### src/rtl/nrzi_tx_pkg.sv
// Shared NRZI link definitions: FSM state encoding and frame length helper,
// common to the transmitter and the matching receiver.
package nrzi_tx_pkg;

    // Two-bit frame phase encoding used on both ends of the link.
    typedef enum logic [1:0] {
        ST_IDLE  = 2'd0,
        ST_START = 2'd1,
        ST_DATA  = 2'd2,
        ST_STOP  = 2'd3
    } tx_state_e;

    // Total clock cycles in one frame: start + DBIT data + stop periods.
    function automatic int unsigned frame_len(input int unsigned dbit,
                                              input int unsigned clks_per_bit);
        return (dbit + 2) * clks_per_bit;
    endfunction

endpackage

### src/rtl/nrzi_tx_bit_timer.sv
// Bit period timer: mod-CLKS_PER_BIT counter with synchronous clear and a
// one-cycle tick while the count sits at its terminal value.
module bit_timer #(
    parameter int unsigned CLKS_PER_BIT = 16
) (
    input  logic iCLK,
    input  logic iRESET,
    input  logic iCLR,
    output logic oMAX_TICK
);

    localparam int unsigned CW = (CLKS_PER_BIT > 1) ? $clog2(CLKS_PER_BIT) : 1;
    localparam logic [CW-1:0] CNT_MAX = CW'(CLKS_PER_BIT - 1);

    logic [CW-1:0] cnt_q;
    logic [CW-1:0] cnt_d;

    // Next count: clear wins, otherwise wrap at the terminal count.
    always_comb begin
        cnt_d = cnt_q;
        if (iCLR) begin
            cnt_d = '0;
        end else if (cnt_q == CNT_MAX) begin
            cnt_d = '0;
        end else begin
            cnt_d = cnt_q + CW'(1);
        end
    end

    // Count register.
    always_ff @(posedge iCLK or posedge iRESET) begin
        if (iRESET) begin
            cnt_q <= '0;
        end else begin
            cnt_q <= cnt_d;
        end
    end

    assign oMAX_TICK = (cnt_q == CNT_MAX);

endmodule

### src/rtl/nrzi_tx.sv
// NRZI line transmitter: start period, DBIT data bits LSB first, stop period.
// A '1' bit toggles the line at the start of its period; a '0' holds it.
// The start period always begins with a toggle so every frame is visible.
module nrzi_tx
    import nrzi_tx_pkg::*;
#(
    parameter int unsigned DBIT         = 8,
    parameter int unsigned CLKS_PER_BIT = 16
) (
    input  logic            iCLK,
    input  logic            iRESET,
    input  logic            iSTART,
    input  logic [DBIT-1:0] iDATA,
    output logic            oBUSY,
    output logic            oDONE_TICK,
    output logic            oLEVEL
);

    localparam int unsigned BW = (DBIT > 0) ? $clog2(DBIT + 1) : 1;
    localparam logic [BW-1:0] LAST_BIT = BW'(DBIT - 1);

    tx_state_e       state_q,   state_d;
    logic [DBIT-1:0] shift_q,   shift_d;
    logic [BW-1:0]   bit_cnt_q, bit_cnt_d;
    logic            level_q,   level_d;
    logic            done;
    logic            tick;
    logic            timer_clr;
    logic [DBIT-1:0] shifted;

    // Timer held cleared while idle so each frame starts from count 0.
    assign timer_clr = (state_q == ST_IDLE);

    bit_timer #(
        .CLKS_PER_BIT(CLKS_PER_BIT)
    ) u_bit_timer (
        .iCLK     (iCLK),
        .iRESET   (iRESET),
        .iCLR     (timer_clr),
        .oMAX_TICK(tick)
    );

    // Shift-by-one view so the next bit's toggle decision is made on the
    // same edge as the shift, keeping transitions at period starts.
    assign shifted = shift_q >> 1;

    // Frame sequencing, bit shifting and line toggle decisions.
    always_comb begin
        state_d   = state_q;
        shift_d   = shift_q;
        bit_cnt_d = bit_cnt_q;
        level_d   = level_q;
        done      = 1'b0;
        case (state_q)
            ST_IDLE: begin
                if (iSTART) begin
                    shift_d   = iDATA;
                    bit_cnt_d = '0;
                    level_d   = ~level_q;
                    state_d   = ST_START;
                end
            end
            ST_START: begin
                if (tick) begin
                    state_d = ST_DATA;
                    if (shift_q[0]) begin
                        level_d = ~level_q;
                    end
                end
            end
            ST_DATA: begin
                if (tick) begin
                    if (bit_cnt_q == LAST_BIT) begin
                        state_d = ST_STOP;
                    end else begin
                        shift_d   = shifted;
                        bit_cnt_d = bit_cnt_q + BW'(1);
                        if (shifted[0]) begin
                            level_d = ~level_q;
                        end
                    end
                end
            end
            ST_STOP: begin
                if (tick) begin
                    done    = 1'b1;
                    state_d = ST_IDLE;
                end
            end
            default: begin
                state_d = ST_IDLE;
            end
        endcase
    end

    // State, data and line level registers.
    always_ff @(posedge iCLK or posedge iRESET) begin
        if (iRESET) begin
            state_q   <= ST_IDLE;
            shift_q   <= '0;
            bit_cnt_q <= '0;
            level_q   <= 1'b0;
        end else begin
            state_q   <= state_d;
            shift_q   <= shift_d;
            bit_cnt_q <= bit_cnt_d;
            level_q   <= level_d;
        end
    end

    assign oBUSY      = (state_q != ST_IDLE);
    assign oDONE_TICK = done;
    assign oLEVEL     = level_q;

endmodule

### config.mk
export PLATFORM = sky130hd
export DESIGN_NAME = nrzi_tx
export DESIGN_NICKNAME = d
export VERILOG_FILES = /design/src/rtl/nrzi_tx_pkg.sv /design/src/rtl/nrzi_tx_bit_timer.sv /design/src/rtl/nrzi_tx.sv
export SDC_FILE = /design/constraint.sdc
export NUM_CORES = 1
export LEC_CHECK = 0
export CELL_PAD_IN_SITES_DETAIL_PLACEMENT = 1
export CELL_PAD_IN_SITES_GLOBAL_PLACEMENT = 1
export CORE_MARGIN = 2
export CORE_UTILIZATION = 42
export CTS_CLUSTER_DIAMETER = 40
export DETAILED_ROUTE_END_ITERATION = 16
export HOLD_SLACK_MARGIN = 0.15
export PLACE_DENSITY_LB_ADDON = 0.1
export SYNTH_ARGS = -nofsm -noshare
export SYNTH_HDL_FRONTEND = slang
export SYNTH_SLANG_ARGS = --single-unit
### constraint.sdc
create_clock -name iCLK -period 2.1 [get_ports iCLK]
set_input_delay 0.42 -clock iCLK [delete_from_list [all_inputs] [get_ports iCLK]]
set_output_delay 0.42 -clock iCLK [all_outputs]
set_load 0.02 [all_outputs]
==> out/qor.txt <==
Reg-to-reg endpoint: state_q[1]
Clock root cell: clkbuf_4
GRT Resource Usage Total: 0.187
Clock latency at the later pin of the worst-skew pair: 0.30 ns
Max-slew violations: 0
Logic pwr share: 0.054
Max Cap Viol: 0
Power per cell area: 438 nW/um2
Status: finished, final reports clean
CTS tree: built
Setup Skew: 0.00311 ns
Antenna violations before repair: 0
Sequential area share after synthesis: 0.426
Fraction of layout instances using a drive strength above 1: 0.159
Hold Fails Final Rpt: 0
Flop pwr share: 0.624
Longest Clk Path Bufs: 2
Largest cells by area after synthesis: dfrtp_1, ha_1, a2bb2oi_1
DRC: 0
Worst Path Class, Setup: reg -> out
Leading area contributor after synthesis: dfrtp_1
Int Power: 0.459 mW
Required time of the worst setup path: 1.68 ns
CP max FO: 4
Type of the most critical hold path: in -> async
Sequential Area: 475 um2
Die area: 3090 um2
CTS buffer count: 3
Ys async rst share: 1.00
Design area: 1340 um2
Global route overflow: 0
Crit end category: output port
Post-synth net total: 129
Routed WL: 2600 um
Synth Instances: 111
Post-synth top area share: 0.426
Iteration-0 DRC count of the detailed router: 18
Antenna Nets Post-Route: 0
Most frequent cells in the layout: dfrtp_1, clkdlybuf4s50_1, inv_1, nand2_1, buf_4
Post-CTS Repair Setup Buffers: 0
Placement Cell Area: 1320 um2
Clock power frac: 0.322
Io pins: 14
First-pass GRT wire length: 4650 um
Sw Share: 0.217
Fin util: 0.535
Area of the multi-input gates: 579 um2
Peak supply drop: 254 uV
Std cell rows: 18
Buffers added on ports: 13
H-tree levels: 1
Detailed-route via count: 911
Gpl congestion: 0.844
Final period util: 0.919
Minimum clock period: 1.93 ns
Pre-antenna DRT Iters: 4
Yosys cell types: 38
Starting density of the core: 0.446
#FFs+latches synth: 19
R2r setup slk: 0.25 ns
Area Growth Syn to Fin: 19.7%
Max-slew headroom: 0.793
Fillers: 293
Vias in the first global route: 998
Wirelength per Cell: 16.1 um
Final setup violation count: 0
R2r startpoint: state_q[0]
Worst EP arrival: 1.51 ns
Switch Pwr: 0.127 mW
ANT cells: 0
Largest net degree at the start of global routing: 20
Vias per cell: 5.62
Fmax achieved: 518 MHz
HPWL after DPL: 1910 um
Final nets: 151
RSZ-0062 raised after global routing: no
Reg2Reg Depth: 7
Synth warn: 0
Most common cell after layout, fill and taps aside: dfrtp_1
Die width: 55.6 um
Number of synthesized flops with an enable pin: 0
Critical Path Source Type: flip-flop
Clock-pin slew on the worst setup and hold paths: 0.11 ns
Core area: 2500 um2
Post-Syn Area per Cell: 10.1 um2
Worst slew pin tran: 0.309 ns
TNS Setup: 0 ns
Clk sink count: 19
Top FF cell, synth: dfrtp_1
Mapped cell area: 1120 um2
Die Span Y: 55.6 um
Leakage: 0.580 nW
## registers in the layout, summed over array words and instances (netlist names)
| name | flops |
|---|---|
| bit_cnt_q | 4 |
| oLEVEL | 1 |
| shift_q | 8 |
| state_q | 2 |
| u_bit_timer.cnt_q | 4 |
## cell type report
| cell class | instances | share of cell area |
|---|---|---|
| multi-input combinational | 79 | 0.434 |
| sequential | 19 | 0.356 |
| timing repair buffer | 21 | 0.138 |
| tap | 30 | 0.0281 |
| inverter | 9 | 0.0253 |
| clock buffer | 4 | 0.0197 |
## per-layer routing
| metal | global-route usage | up-vias | routed length, um |
|---|---|---|---|
| li1 | - | 447 | - |
| met1 | 0.244 | 450 | 1230 |
| met2 | 0.323 | 12 | 1300 |
| met3 | 0.0258 | 2 | 62 |
| met4 | 0.0523 | 0 | 16 |
| met5 | 0 | - | 0 |
## worst max-delay path, stage by stage (launching register included)
cell and delay, ns:
dfrtp_1 0.42, ha_1 0.22, and3_2 0.26, and2_1 0.17, clkbuf_2 0.15
## synthesized netlist by cell type (2+ instances only)
cell type  instances
a221oi_1           2
buf_2              2
a2bb2oi_1          5
a21oi_1            5
nand3_1            3
nand2_1            9
nor2_1             4
a32oi_1            3
o22ai_1            5
inv_1              9
xnor2_1            2
nand4b_1           2
and3_1             2
ha_1               7
dfrtp_1           19
nor3_1             5
o21ai_1            2
o21ai_0            5
## power by group through the flow
stage	clock, mW	combinational (mW)	sequential, mW
global route	0.216	0.0350	0.366
detailed placement	0	0.0319	0.373
global placement	0	0.0310	0.373
CTS	0.202	0.0319	0.366
finish	0.189	0.0313	0.366
floorplan	0	0.00625	0.373
## cells by family (layout without fill, tap and decap cells)
| logic type | Yosys count | after routing | share of synthesized area |
|---|---|---|---|
| AOI/OAI and AO/OA | 34 | 34 | 0.224 |
| and+or+nand+nor | 34 | 34 | 0.176 |
| DFF | 19 | 19 | 0.426 |
| buffers and inverters | 13 | 34 | 0.0561 |
| adders and majority gates | 7 | 7 | 0.0785 |
| xor gates and xnor gates | 2 | 2 | 0.0157 |
| muxes | 2 | 2 | 0.0235 |
## worst max path at each step
stage	startpoint	end
2_1_floorplan	state_q[0]	state_q[1]
3_3_place_gp	u_bit_timer.cnt_q[0]	oDONE_TICK
3_5_place_dp	u_bit_timer.cnt_q[0]	oDONE_TICK
4_1_cts	u_bit_timer.cnt_q[0]	oDONE_TICK
5_1_grt	state_q[0]	state_q[1]
6_report	u_bit_timer.cnt_q[0]	oDONE_TICK
## metrics by stage
step / power, mW / std cells / hold WS (ns) / setup WS [ns]
CTS: 0.600 / 162 / 0.441 / 0.0247
floorplan: 0.379 / 111 / 0.371 / 0.503
finish: 0.586 / 162 / 0.445 / 0.170
global route: 0.617 / 162 / 0.483 / 0.0943
detailed placement: 0.405 / 158 / 0.489 / 0.110
global placement: 0.404 / 158 / 0.467 / 0.162
## what timing repair did
action,4_1_cts,5_1_grt
endpoints found under the setup margin,2,1
gates resized for setup,4,1
gates cloned,0,0
hold buffers,0,0
(Power assumes the default switching activity.)
==> RTL change 1 (config.mk and constraints unchanged) <==
The 4 states of `tx_state_e` get a one-hot encoding in 4 bits.
--- a/src/rtl/nrzi_tx_pkg.sv
+++ b/src/rtl/nrzi_tx_pkg.sv
@@ -5,7 +5,7 @@
     // Two-bit frame phase encoding used on both ends of the link.
-    typedef enum logic [1:0] {
-        ST_IDLE  = 2'd0,
-        ST_START = 2'd1,
-        ST_DATA  = 2'd2,
-        ST_STOP  = 2'd3
+    typedef enum logic [3:0] {
+        ST_IDLE  = 4'b0001,
+        ST_START = 4'b0010,
+        ST_DATA  = 4'b0100,
+        ST_STOP  = 4'b1000
     } tx_state_e;
Formal check against the unedited RTL: no difference found for any inputs over 10 cycles, from zero or initial values and one cycle with iRESET high; not proved beyond that.
==> RTL change 1 against the unedited design <==
  * First-iteration DRC count shrank 28%
  * Total power grew 15%
  * Register-to-register slack lost 160 ps
  * Routed wire length shrank 0.88%
  * Sequential cell count grew 2
  * Final area grew 10%
  * Fmax shrank 3.8%
  * Sequential power grew 15%
  * Worst setup slack lost 77 ps
  * Area after synthesis grew 8.4%
  * Clock power grew 3%
  * Critical endpoint is now shift_q[0]
  * Highest routed layer unchanged
==> RTL change 1: results (changes against the unedited design) <==
Worst Skew - 7.49 ps (+4.38 ps)
mean post-synth cell area - 11.5 um2 (+15%)
Rel. slew slack - 66.1% (-13 points)
vias in the first global route - 917 (-8.1%)
routability cong. - 0.752 (-11%)
Post-Layout Cell Count - 160 (-1.2%)
ant diodes - 0 (unchanged)
LEAKAGE - 0.634 nW (+9.4%)
Met1 Wirelength - 1170 um (-4.5%)
gr usage total - 17.2% (-1.6 points)
WL per Instance - 16.1 um (+0.35%)
hpwl dp - 1950 um (+2.2%)
routed wl met2 - 1320 um (+2.2%)
layout cell share with drive strength beyond 1 - 29.5% (+14 points)
routed vias/inst - 5.49 (-2.3%)
sequential fraction of the synthesis area - 43.5% (+0.94 points)
met3 wire length - 60 um (-3.2%)
Pre-antenna DRT Iters - 4 (unchanged)
DRC marker count from the first detailed-route iteration - 13 (-5)
Area contributors post-synth - dfrtp_1 (41%), mux2_4 (8.7%), mux2_2 (6.5%)
Synth top cells by count - dfrtp_1 (20), mux2_2 (7), mux2_4 (7)
DP Area - 0.00144 mm2 (+9.4%)
Final nets - 143 (-5.3%)
distinct cell type count after synthesis - 43 (+13%)
CP max-delay cell - dfstp_2
# placed instances - 155 (-1.9%)
pin count of the biggest net entering global routing - 13 (-35%)
status - completed
pre-CTS WS - 49.0 ps (-60.7 ps)
first-pass GRT wire length - 4420 um (-5.0%)
CP max stage delay - 550 ps (+130 ps)
Largest Register - shift_q
Critical Path Fanout Max - 8 (+4)
Max rail drop VDD - 0.341 mV (+34%)
CP top delay family - flip-flops
Net Count, Synth - 118 (-8.5%)
## RTL change 1: path summary, 6_finish.rpt
check | startpoint | to | slack, ps | depth (start not counted)
worst max-delay path | state_q[0] | shift_q[0] | 90 | 7
worst min-delay path | iRESET | bit_cnt_q[3] | 430 | 2
worst max register to register | state_q[0] | shift_q[0] | 90 | 7
worst min register to register | u_bit_timer.cnt_q[0] | u_bit_timer.cnt_q[0] | 480 | 1
max in group asynchronous | iRESET | oLEVEL | 1130 | 3
min in group iCLK | u_bit_timer.cnt_q[0] | u_bit_timer.cnt_q[0] | 480 | 1
## RTL change 1: logic make-up after synthesis
kind of cell / synth area share (%)
AOI/OAI and AO/OA: 10.8
xor gates and xnor gates: 2.90
adders and majority gates: 2.07
buffers and inverters: 3.93
DFF: 43.5
muxes: 18.7
and+or+nand+nor: 18.1
## RTL change 1: power by group
part / switching [mW] / internal, mW
Sequential: 0.00615 / 0.413
Combinational: 0.0207 / 0.0370
Clock: 0.121 / 0.0739
## RTL change 1: area by class of cell
type                       instances  area, um2
tap                               31       38.8
timing repair buffer              25        223
fill                             302       1280
multi-input combinational         74        642
sequential                        21        527
clock buffer                       4       26.3
inverter                           5       18.8
## RTL change 1: metal layers
metal	vias up	track usage, %
li1	424	-
met1	440	22.3
met2	13	29.5
met3	2	2.68
met4	0	4.98
met5	-	0
## RTL change 1: timing repair
action | 4_1_cts | 5_1_grt
buffers inserted | 0 | 1
resized for setup | 3 | 4
setup endpoints to repair | 2 | 10
==> RTL change 2 (config.mk and constraints unchanged) <==
Made on the original files. Change the parameter `DBIT` from 8 to 4.
--- a/src/rtl/nrzi_tx.sv
+++ b/src/rtl/nrzi_tx.sv
@@ -6,3 +6,3 @@
 #(
-    parameter int unsigned DBIT         = 8,
+    parameter int unsigned DBIT         = 4,
     parameter int unsigned CLKS_PER_BIT = 16
Ports: changed (resized iDATA); port bits go from 14 to 10. The function was not compared with the original's and may differ.
==> RTL change 2 against the unedited design <==
  * Global-route usage down 2.0 points
  * Final area down 30%
  * Sequential cell count down 5
  * Worst setup slack worse by 93 ps
  * Register-to-register slack worse by 30 ps
  * Count of clock-buffer cells in the layout down 1
  * Routed wire length down 37%
  * Synthesized cell count down 26%
  * Hold slack better by 35 ps
  * First-iteration DRC count down 94%
  * Area after synthesis down 26%
Power is left out: it rests on default switching activity, and per cell area and clock period it moved more than threefold.
==> RTL change 2: results (changes against the unedited design) <==
Met1 Wirelength - 789 um (-36%)
CP top delay family - flip-flops
pin count of the biggest net entering global routing - 15 (-25%)
Net Count, Synth - 96 (-26%)
gr usage total - 16.8% (-2.0 points)
clock-pin transition on the worst setup and hold timing paths - 80 ps (-30 ps)
Area contributors post-synth - dfrtp_1 (43%), ha_1 (11%), inv_1 (4.1%)
grt met3 use - 3.33% (+0.76 points)
worst-skew pair later-pin latency - 270 ps (-30 ps)
routability cong. - 0.745 (-12%)
vias in the first global route - 615 (-38%)
# placed instances - 113 (-28%)
filler instances - 206 (-30%)
Yosys top cell area share - 42.7% (+0.082 points)
WL per Instance - 14.0 um (-13%)
routed wl met2 - 792 um (-39%)
Synth top cells by count - dfrtp_1 (14), inv_1 (9), ha_1 (7)
sequential fraction of the synthesis area - 42.7% (+0.082 points)
Worst Skew - 1.49 ps (-1.62 ps)
Post-Synth Adder-Cell Area - 10.7% (+2.8 points)
status - completed
met3 wire length - 32 um (-48%)
Synth Area in XOR/XNOR - 2.13% (+0.56 points)
port bufs - 9 (-4)
first-pass GRT wire length - 2680 um (-42%)
mux contribution to synthesized area - 3.20% (+0.85 points)
via count - 628 (-31%)
Slew @ Worst Pin - 552 ps (+243 ps)
hpwl dp - 1300 um (-32%)
biggest regs - shift_q (4), u_bit_timer.cnt_q (4), bit_cnt_q (3)
GR Util met1 - 21.3% (-3.1 points)
Routed WL - 1630 um (-37%)
pre-CTS WS - 155 ps (+45.7 ps)
Post-CTS Resized - 2 (-2)
RTL change 2: worst paths after layout:
kind	start	endpoint	slack, ps	cells past startpoint
setup / recovery	u_bit_timer.cnt_q[0]	oDONE_TICK	80	4
hold reg to reg	oLEVEL	oLEVEL	480	1
setup reg to reg	state_q[0]	bit_cnt_q[0]	220	6
min in group asynchronous	iRESET	oLEVEL	500	2
hold / removal	oLEVEL	oLEVEL	480	1
max in group asynchronous	iRESET	shift_q[2]	1240	2
RTL change 2: cell type report:
class	count	area, um2	share of cell area, %
Tap cell	25	31.3	3.35
Multi-Input combinational cell	55	402	43.0
Inverter	9	33.8	3.61
Timing Repair Buffer	10	95.1	10.2
Clock buffer	3	22.5	2.41
Sequential cell	14	350	37.5
RTL change 2: worst reg2reg max path: cells and delay by family (launching register included):
| kind | cells | cell delay [ps] |
|---|---|---|
| simple gates | 1 | 110 |
| flops | 1 | 420 |
| compound gates | 2 | 550 |
| buf+inv | 2 | 300 |
| fa+ha+maj | 1 | 410 |
